### config.mk
export PLATFORM = sky130hd
export DESIGN_NAME = i2c_frame_tx
export DESIGN_NICKNAME = d
export VERILOG_FILES = /design/src/rtl/i2c_frame_tx.sv
export SDC_FILE = /design/constraint.sdc
export NUM_CORES = 1
export LEC_CHECK = 0
export BUFFER_PORTS_ARGS = -buffer_cell sky130_fd_sc_hd__buf_2
export CAP_MARGIN = 20
export CORE_MARGIN = 2
export CORE_UTILIZATION = 25
export DETAILED_ROUTE_END_ITERATION = 7
export HOLD_SLACK_MARGIN = 0.02
export MAX_ROUTING_LAYER = met4
export PLACE_DENSITY = 0.42
export SETUP_SLACK_MARGIN = 0.5
export SLEW_MARGIN = 20
export SYNTH_ARGS = -nofsm -noshare
export SYNTH_HDL_FRONTEND = slang
export SYNTH_SLANG_ARGS = --single-unit
### constraint.sdc
create_clock -name clk -period 4.5 [get_ports clk]
set_clock_uncertainty 0.2 [all_clocks]
set_input_delay 0.45 -clock clk [delete_from_list [all_inputs] [get_ports clk]]
set_output_delay 0.45 -clock clk [all_outputs]
set_load 0.02 [all_outputs]
### src/rtl/i2c_frame_tx.sv
// i2c_frame_tx: serialises one arithmetic frame into bytes for an I2C master.
//
// Frame (latched when start is accepted in IDLE):
//   byte 0      : {6'b111111, opcode}
//   bytes 1-4   : op_a, MSB first
//   bytes 5-8   : op_b, MSB first
//   bytes 9-12  : op_ans, MSB first
//   byte 13     : XOR of bytes 0-12, present only when FRAME_CHECKSUM_EN is defined
//
// Parameters:
//   GAP_CYCLES  - idle cycles (tx_valid low) inserted between consecutive bytes
//   ACK_TIMEOUT - cycles a byte may wait for tx_ack before the frame aborts
//
// Ports:
//   clk, rst          - rising-edge clock, synchronous active-high reset
//   start             - frame request, sampled only while ready=1
//   opcode, op_a,
//   op_b, op_ans      - frame contents
//   ready             - idle, a start will be accepted
//   tx_byte, tx_valid - byte presented to the master
//   tx_ack            - master accepted the byte (handshake = tx_valid & tx_ack)
//   tx_nack           - slave NACKed the current byte; aborts the frame
//   done, err         - one-cycle completion / abort pulses
//   byte_idx          - index of the byte being presented (0 = header)
//
// Optional feature macro: FRAME_CHECKSUM_EN (appends the XOR checksum byte).
module i2c_frame_tx #(
    parameter int unsigned GAP_CYCLES  = 0,
    parameter int unsigned ACK_TIMEOUT = 1000000
) (
    input  logic        clk,
    input  logic        rst,
    input  logic        start,
    input  logic [1:0]  opcode,
    input  logic [31:0] op_a,
    input  logic [31:0] op_b,
    input  logic [31:0] op_ans,
    output logic        ready,
    output logic [7:0]  tx_byte,
    output logic        tx_valid,
    input  logic        tx_ack,
    input  logic        tx_nack,
    output logic        done,
    output logic        err,
    output logic [3:0]  byte_idx
);

`ifdef FRAME_CHECKSUM_EN
    localparam int unsigned NUM_BYTES = 14;
`else
    localparam int unsigned NUM_BYTES = 13;
`endif
    localparam int unsigned BASE_BYTES = 13;
    localparam int unsigned BASE_W     = BASE_BYTES * 8;
    localparam int unsigned FRAME_W    = NUM_BYTES * 8;
    localparam int unsigned WAIT_W     = (ACK_TIMEOUT > 1) ? $clog2(ACK_TIMEOUT) : 1;
    localparam int unsigned GAP_W      = (GAP_CYCLES > 1) ? $clog2(GAP_CYCLES) : 1;

    localparam logic [3:0]        LAST_IDX   = 4'(NUM_BYTES - 1);
    localparam logic [WAIT_W-1:0] WAIT_LIMIT = WAIT_W'(ACK_TIMEOUT - 1);
    localparam logic [GAP_W-1:0]  GAP_LIMIT  = GAP_W'(GAP_CYCLES - 1);

    typedef enum logic [1:0] {
        IDLE   = 2'd0,
        SEND   = 2'd1,
        GAP    = 2'd2,
        FINISH = 2'd3
    } state_t;

    state_t              state_q, state_d;
    logic [FRAME_W-1:0]  frame_q, frame_d;
    logic [3:0]          idx_q, idx_d;
    logic [WAIT_W-1:0]   wait_cnt_q, wait_cnt_d;
    logic [GAP_W-1:0]    gap_cnt_q, gap_cnt_d;
    logic [7:0]          tx_byte_q, tx_byte_d;
    logic                tx_valid_q, tx_valid_d;
    logic                ready_q, ready_d;
    logic                done_q, done_d;
    logic                err_q, err_d;

    logic [BASE_W-1:0]   base_c;
    logic [FRAME_W-1:0]  load_c;
    logic                timeout_c;

    // Frame image as loaded on start; the top byte is always the next to send.
    assign base_c = {6'b111111, opcode, op_a, op_b, op_ans};

`ifdef FRAME_CHECKSUM_EN
    function automatic logic [7:0] xor_bytes(input logic [BASE_W-1:0] bytes);
        logic [7:0] acc;
        acc = 8'h00;
        for (int i = 0; i < int'(BASE_BYTES); i++) begin
            acc = acc ^ bytes[i*8 +: 8];
        end
        return acc;
    endfunction

    assign load_c = {base_c, xor_bytes(base_c)};
`else
    assign load_c = base_c;
`endif

    assign timeout_c = (wait_cnt_q == WAIT_LIMIT);

    // Next-state and next-output logic; outputs are registered from the _d values.
    always_comb begin
        state_d    = state_q;
        frame_d    = frame_q;
        idx_d      = idx_q;
        wait_cnt_d = wait_cnt_q;
        gap_cnt_d  = gap_cnt_q;
        tx_byte_d  = 8'h00;
        tx_valid_d = 1'b0;
        ready_d    = 1'b0;
        done_d     = 1'b0;
        err_d      = 1'b0;

        case (state_q)
            IDLE: begin
                ready_d    = 1'b1;
                idx_d      = 4'd0;
                wait_cnt_d = '0;
                gap_cnt_d  = '0;
                if (start) begin
                    state_d    = SEND;
                    frame_d    = load_c;
                    tx_byte_d  = load_c[FRAME_W-1 -: 8];
                    tx_valid_d = 1'b1;
                    ready_d    = 1'b0;
                end
            end

            SEND: begin
                // NACK beats a simultaneous ACK; timeout only fires while unacked.
                if (tx_nack || (!tx_ack && timeout_c)) begin
                    state_d    = FINISH;
                    err_d      = 1'b1;
                    frame_d    = '0;
                    idx_d      = 4'd0;
                    wait_cnt_d = '0;
                end else if (tx_ack) begin
                    wait_cnt_d = '0;
                    if (idx_q == LAST_IDX) begin
                        state_d = FINISH;
                        done_d  = 1'b1;
                        frame_d = '0;
                        idx_d   = 4'd0;
                    end else begin
                        idx_d   = idx_q + 4'd1;
                        frame_d = frame_q << 8;
                        if (GAP_CYCLES == 0) begin
                            tx_valid_d = 1'b1;
                            tx_byte_d  = frame_q[FRAME_W-9 -: 8];
                        end else begin
                            state_d   = GAP;
                            gap_cnt_d = '0;
                        end
                    end
                end else begin
                    wait_cnt_d = wait_cnt_q + WAIT_W'(1);
                    tx_valid_d = 1'b1;
                    tx_byte_d  = tx_byte_q;
                end
            end

            GAP: begin
                // Frame was already shifted on the handshake, so the top byte is next.
                if (gap_cnt_q == GAP_LIMIT) begin
                    state_d    = SEND;
                    gap_cnt_d  = '0;
                    tx_valid_d = 1'b1;
                    tx_byte_d  = frame_q[FRAME_W-1 -: 8];
                end else begin
                    gap_cnt_d = gap_cnt_q + GAP_W'(1);
                end
            end

            FINISH: begin
                state_d = IDLE;
                ready_d = 1'b1;
                idx_d   = 4'd0;
            end

            default: begin
                state_d = IDLE;
                ready_d = 1'b1;
            end
        endcase
    end

    // State and output registers.
    always_ff @(posedge clk) begin
        if (rst) begin
            state_q    <= IDLE;
            frame_q    <= '0;
            idx_q      <= 4'd0;
            wait_cnt_q <= '0;
            gap_cnt_q  <= '0;
            tx_byte_q  <= 8'h00;
            tx_valid_q <= 1'b0;
            ready_q    <= 1'b1;
            done_q     <= 1'b0;
            err_q      <= 1'b0;
        end else begin
            state_q    <= state_d;
            frame_q    <= frame_d;
            idx_q      <= idx_d;
            wait_cnt_q <= wait_cnt_d;
            gap_cnt_q  <= gap_cnt_d;
            tx_byte_q  <= tx_byte_d;
            tx_valid_q <= tx_valid_d;
            ready_q    <= ready_d;
            done_q     <= done_d;
            err_q      <= err_d;
        end
    end

    assign ready    = ready_q;
    assign tx_byte  = tx_byte_q;
    assign tx_valid = tx_valid_q;
    assign done     = done_q;
    assign err      = err_q;
    assign byte_idx = idx_q;

endmodule

=== After elaboration in Yosys (flattened, before gate mapping) ===
Cells that the tools add are included.

* Bits of input ports: 103
* Register bits: 143
* Output and inout bits: 16
* Word-level logic and storage cells: 73

* Bitwise gates (word level): 2
* Eq/ne operators: 9
* Muxes and demuxes: 36
* Reduce and logical (&&, ||, !) cells: 13
* Add/subtract/negate cells: 3

{| class="wikitable"
|+ Operators by type and width
! kind !! count
|-
| $mux W104 || 4
|-
| $pmux W104 S2 || 1
|-
| $mux W20 || 2
|-
| $mux W8 || 5
|-
| $pmux W20 S2 || 1
|-
| $pmux W8 S3 || 1
|-
| $add A20 B1 Y20 const B || 1
|-
| $eq A20 B20 Y1 const B || 1
|-
| $mux W4 || 3
|-
| $mux W2 || 5
|-
| $mux W1 || 9
|-
| $pmux W2 S4 || 1
|-
| $pmux W4 S2 || 1
|-
| $ne A3 B3 Y1 const B || 2
|-
| $reduce_bool A2 Y1 || 3
|-
| $add A4 B1 Y4 const B || 1
|-
| $eq A2 B2 Y1 const B || 2
|-
| $eq A4 B4 Y1 const B || 1
|-
| $ne A2 B2 Y1 const B || 2
|-
| $pmux W1 S2 || 2
|-
| $reduce_and A4 Y1 || 1
|-
| $reduce_or A2 Y1 || 2
|-
| $reduce_or A4 Y1 || 1
|-
| $pmux W1 S3 || 1
|-
| 9 further kinds || 10
|}

=== Depth between registers and ports, before layout ===
* Depth after elaboration: 5
* Gate-level depth with buffers: 11
* Gate-level depth less buffers: 7

=== Worst setup path after synthesis ===
No wires, ideal clock.

* Path kind: reg2reg
* From: register state_q[1]
* To: register frame_q[81]
* Slack: 2158 ps
* Required time: 4168 ps
* Setup time: 132 ps
* Path buffers: 4
* Stages on the path, launching flop included: 12
* Period minus slack after synthesis: 2342 ps
* Arrival: 2010 ps
* Cells stage by stage: dfxtp_1 > inv_1 > ha_1 > or3b_1 > clkbuf_1 > and2_1 > a31o_2 > buf_2 > buf_4 > buf_2 > nor2_1 > nor3_1

* Cells in the longest elaborated chain, start to end: 3
* Elaborated cells between the ends (all ways): 7
* Those cells by class: eq/ne: 3; mux: 1; reduce/logical: 3

{| class="wikitable"
|+ RTL lines
! what !! RTL line !! source
|-
| from (decl) || 70 || <nowiki>state_t state_q, state_d;</nowiki>
|-
| from (signal assigned) || 205 || <nowiki>state_q <= state_d;</nowiki>
|-
| $eq A2 B1 Y1 / $logic_not A2 Y1 (equally long branches) || 118 || <nowiki>case (state_q)</nowiki>
|-
| $ne A3 B3 Y1 (no source line) (tied with other cells) || - ||
|-
| $reduce_and A3 Y1 (no source line) || - ||
|-
| to (signal assigned) || 206 || <nowiki>frame_q <= frame_d;</nowiki>
|-
| to (decl) || 71 || <nowiki>logic [FRAME_W-1:0] frame_q, frame_d;</nowiki>
|}

Several ways; a longest one is shown, not always the timed one.
A chain may end at the register's enable or synchronous reset.

=== Final worst setup path ===
* From: register state_q[1]
* To: register frame_q[17]

The elaborated chain is that of the path after synthesis.

==> flow_results.xml <==
<?xml version="1.0" encoding="UTF-8"?>
<metrics>
  <group name="layout">
    <metric name="finalNonFillerCells" unit="">1120</metric>
    <metric name="filler_cell_count" unit="">2577</metric>
    <metric name="final_net_count" unit="">890</metric>
    <metric name="layout-area-overhead-vs-synth" unit="%">24.1</metric>
    <metric name="final_layout_size_suffix_gt1_frac" unit="">0.222</metric>
    <metric name="multi_input_comb_area" unit="sq um">2970</metric>
    <metric name="area.sequential" unit="sq um">2860</metric>
  </group>
  <group name="outcome">
    <metric name="run_status" unit="">finished, final reports clean</metric>
  </group>
  <group name="synthesis">
    <metric name="netlist_area" unit="sq um">6130</metric>
    <metric name="cell_with_the_most_instances_after_synthesis" unit="">sky130_fd_sc_hd__dfxtp_1</metric>
    <metric name="number_of_warning_messages_in_the_yosys_log" unit="">0</metric>
    <metric name="syn-mean-instance-area" unit="sq um">8.75</metric>
    <metric name="number_of_synthesized_flops_with_an_enable_pin" unit="">0</metric>
    <metric name="synth_cell_type_count" unit="">49</metric>
    <metric name="synthDominantAreaCellType" unit="">sky130_fd_sc_hd__dfxtp_1</metric>
    <metric name="synth_sequential_area_ratio" unit="">0.467</metric>
    <metric name="synth.top_cells.by_area" unit="">sky130_fd_sc_hd__dfxtp_1 47%, sky130_fd_sc_hd__a221oi_1 14%, sky130_fd_sc_hd__nor3_1 7.8%</metric>
    <metric name="synth_top_cells_by_count" unit="">143 x sky130_fd_sc_hd__dfxtp_1, 103 x sky130_fd_sc_hd__nor2_1, 97 x sky130_fd_sc_hd__a221oi_1</metric>
    <metric name="synth_top_area_frac" unit="">0.467</metric>
    <metric name="syn_nets" unit="">810</metric>
    <metric name="top_ff_cell_synth" unit="">sky130_fd_sc_hd__dfxtp_1</metric>
    <metric name="yosys_register_bits" unit="">143</metric>
    <metric name="syn-instance-count" unit="">700</metric>
    <metric name="async_s_r_ff_share_synth" unit="">0</metric>
  </group>
  <group name="drt">
    <metric name="via_count" unit="">5663</metric>
    <metric name="drtIter0Drc" unit="">339</metric>
    <metric name="drtPass1Iterations" unit="">6</metric>
    <metric name="vias_per_cell" unit="">5.06</metric>
    <metric name="avgRoutedWirePerCell" unit="um">17.3</metric>
    <metric name="drc_violations_left" unit="">0</metric>
    <metric name="drtAntennaViolNets" unit="">0</metric>
    <metric name="wirelength" unit="um">19400</metric>
  </group>
  <group name="sta">
    <metric name="finalSetupViolations" unit="">0</metric>
    <metric name="rsz0062_at_grt" unit="">false</metric>
    <metric name="setup-tns-final" unit="ns">0</metric>
    <metric name="clock.fmax" unit="GHz">0.315</metric>
    <metric name="worstMarginPinSlew" unit="ns">0.831</metric>
    <metric name="fin_crit" unit="ns">3.17</metric>
    <metric name="final-max-slew-violation-count" unit="">0</metric>
    <metric name="finalCritPeriodShare" unit="">0.705</metric>
    <metric name="max_slew_margin" unit="">0.446</metric>
    <metric name="timing.final.hold_violations" unit="">0</metric>
  </group>
  <group name="clocking">
    <metric name="clock_tree_root" unit="">sky130_fd_sc_hd__clkbuf_16</metric>
    <metric name="clk_transition_reported_paths" unit="ns">0.06</metric>
    <metric name="cts_resized" unit="">0</metric>
    <metric name="clock_path_buffers" unit="">2</metric>
    <metric name="post_cts_hold_buffer_count" unit="">0</metric>
    <metric name="cts_made_buffers" unit="">17</metric>
    <metric name="clock_latency" unit="ns">0.42</metric>
    <metric name="cts_setup_buffers" unit="">0</metric>
    <metric name="clock_tree_from_tritoncts" unit="">built</metric>
    <metric name="cts.sinks" unit="">143</metric>
    <metric name="htree_levels" unit="">4</metric>
  </group>
  <group name="critical_path">
    <metric name="critPathRequiredTime" unit="ns">4.63</metric>
    <metric name="kind_of_end_point_of_the_critical_path" unit="">flop</metric>
    <metric name="cp.arrival" unit="ns">3.30</metric>
    <metric name="worst-path-max-fanout" unit="">30</metric>
    <metric name="path_class" unit="">reg2reg</metric>
    <metric name="cp-start-kind" unit="">flop</metric>
  </group>
  <group name="grt">
    <metric name="groute.usage.overall" unit="">0.157</metric>
    <metric name="grt_max_degree" unit="">61</metric>
    <metric name="antenna_found_initial" unit="">3</metric>
    <metric name="globalRoute.totalOverflow" unit="">0</metric>
    <metric name="vias_in_the_first_global_route" unit="">5492</metric>
    <metric name="global_route_wire_length_before_repair" unit="um">31200</metric>
  </group>
  <group name="power_and_ir_drop">
    <metric name="p_per_area" unit="nW/um^2">727</metric>
    <metric name="p_leak" unit="nW">2.90</metric>
    <metric name="p_int" unit="mW">3.40</metric>
    <metric name="seq_pwr_share" unit="">0.367</metric>
    <metric name="p_clk_frac" unit="">0.262</metric>
    <metric name="power.switching_fraction" unit="">0.384</metric>
    <metric name="netSwitchingPower" unit="mW">2.12</metric>
    <metric name="combinationalPowerShare" unit="">0.371</metric>
    <metric name="worst_ir_drop_vdd" unit="mV">0.288</metric>
  </group>
  <group name="place">
    <metric name="dp_hpwl" unit="um">12500</metric>
    <metric name="routabilityCongestion" unit="">0.709</metric>
    <metric name="post-place-cells" unit="">1085</metric>
    <metric name="port_buffers" unit="">118</metric>
  </group>
  <group name="hold_path">
    <metric name="holdCritPathClass" unit="">in2reg</metric>
  </group>
  <group name="floorplanning">
    <metric name="top_level_ports" unit="">119</metric>
    <metric name="floorplan.initialDensity" unit="">0.253</metric>
    <metric name="fp.dieArea" unit="sq um">25800</metric>
    <metric name="coreArea" unit="sq um">24200</metric>
    <metric name="floorplan.rows" unit="">57</metric>
    <metric name="die_x" unit="um">161</metric>
    <metric name="die_height" unit="um">161</metric>
  </group>
  <group name="flow_run">
    <metric name="drv_cap" unit="">0</metric>
  </group>
</metrics>
-- critical path: stages, from the launching register on --
cell and delay (ns):
sky130_fd_sc_hd__dfxtp_1 0.33, sky130_fd_sc_hd__inv_1 0.08, sky130_fd_sc_hd__ha_1 0.46, sky130_fd_sc_hd__or3b_1 0.52, sky130_fd_sc_hd__and2_1 0.23, sky130_fd_sc_hd__a31oi_4 0.67
sky130_fd_sc_hd__buf_12 0.27, sky130_fd_sc_hd__a221oi_1 0.07, sky130_fd_sc_hd__nor3_1 0.21
-- placed cells by master (no fill, tap or decap), types with 3 or more instances in the layout --
cell / count
sky130_fd_sc_hd__a21oi_1: 20
sky130_fd_sc_hd__a221oi_1: 97
sky130_fd_sc_hd__a22o_1: 7
sky130_fd_sc_hd__a31oi_1: 8
sky130_fd_sc_hd__and2_1: 4
sky130_fd_sc_hd__and3_1: 7
sky130_fd_sc_hd__buf_12: 4
sky130_fd_sc_hd__buf_2: 117
sky130_fd_sc_hd__buf_4: 7
sky130_fd_sc_hd__bufinv_16: 3
sky130_fd_sc_hd__clkbuf_1: 3
sky130_fd_sc_hd__clkbuf_16: 17
sky130_fd_sc_hd__clkinv_2: 4
sky130_fd_sc_hd__clkinvlp_4: 3
sky130_fd_sc_hd__dfxtp_1: 143
sky130_fd_sc_hd__diode_2: 3
sky130_fd_sc_hd__ha_1: 7
sky130_fd_sc_hd__inv_1: 9
sky130_fd_sc_hd__nand2_1: 29
sky130_fd_sc_hd__nand2b_1: 6
sky130_fd_sc_hd__nand3_1: 19
sky130_fd_sc_hd__nand4_1: 7
sky130_fd_sc_hd__nor2_1: 103
sky130_fd_sc_hd__nor2b_1: 3
sky130_fd_sc_hd__nor3_1: 95
sky130_fd_sc_hd__nor4_1: 5
sky130_fd_sc_hd__o21ai_0: 16
sky130_fd_sc_hd__o221a_2: 7
sky130_fd_sc_hd__o31ai_1: 3
sky130_fd_sc_hd__xnor2_1: 5
-- logic make-up after synthesis --
logic type	after synthesis	synth area share
flops	143	0.467
fa+ha+maj	7	0.0143
mux	3	0.00510
buf+inv	77	0.0523
compound gates	173	0.227
xor+xnor	7	0.0100
simple gates	290	0.225
-- through the flow --
stage / util / setup WS, ns / hold slack [ns] / cell area [sq um] / total power [mW]
2_1_floorplan: - / 2.16 / 0.232 / 6130 / 3.49
4_1_cts: 0.314 / 1.29 / 0.0805 / 7600 / 5.62
3_3_place_gp: 0.289 / 1.34 / 0.237 / 6990 / 4.14
5_1_grt: 0.315 / 1.06 / 0.0858 / 7600 / 6.00
3_5_place_dp: 0.289 / 1.31 / 0.240 / 7000 / 4.14
6_report: 0.315 / 1.33 / 0.102 / 7600 / 5.53
-- state kept, by name, summed over array words and instances, names as in the netlist --
name / count
gap_cnt_q: 1
frame_q: 104
tx_valid: 1
byte_idx: 4
err: 1
state_q: 2
done: 1
tx_byte: 8
wait_cnt_q: 20
ready: 1
-- final cells by class --
| cell class | count | share of cell area |
|---|---|---|
| Antenna cell | 3 | 0.000987 |
| Sequential cell | 143 | 0.376 |
| Timing Repair Buffer | 128 | 0.0944 |
| Clock inverter | 10 | 0.0179 |
| Inverter | 10 | 0.00510 |
| Tap cell | 324 | 0.0533 |
| Multi-Input combinational cell | 480 | 0.391 |
| Clock buffer | 22 | 0.0610 |
-- power by group through the flow --
| stage | registers [mW] | clock network (mW) | logic [mW] |
|---|---|---|---|
| 2_1_floorplan | 1.98 | 0 | 1.51 |
| 3_3_place_gp | 2.06 | 0 | 2.08 |
| 3_5_place_dp | 2.06 | 0 | 2.08 |
| 4_1_cts | 2.03 | 1.50 | 2.09 |
| 5_1_grt | 2.09 | 1.56 | 2.35 |
| 6_report | 2.03 | 1.45 | 2.05 |
-- final timing paths --
path                   start           to  slack, ns  cells after the start
hold reg to reg   tx_byte[3]   tx_byte[3]       0.25                      2
setup reg to reg  state_q[1]  frame_q[17]       1.33                      8
hold / removal     op_ans[3]   frame_q[3]       0.10                      3
setup / recovery  state_q[1]  frame_q[17]       1.33                      8
-- metal layers --
metal,routed length (um),up-vias,GRT usage,share of wire
li1,-,2808,-,-
met1,9330,2743,0.213,0.48
met2,9260,105,0.238,0.48
met3,708,7,0.0380,0.036
met4,123,0,0.0344,0.0063
met5,0,-,-,0
Power figures use the tool's default switching activity.
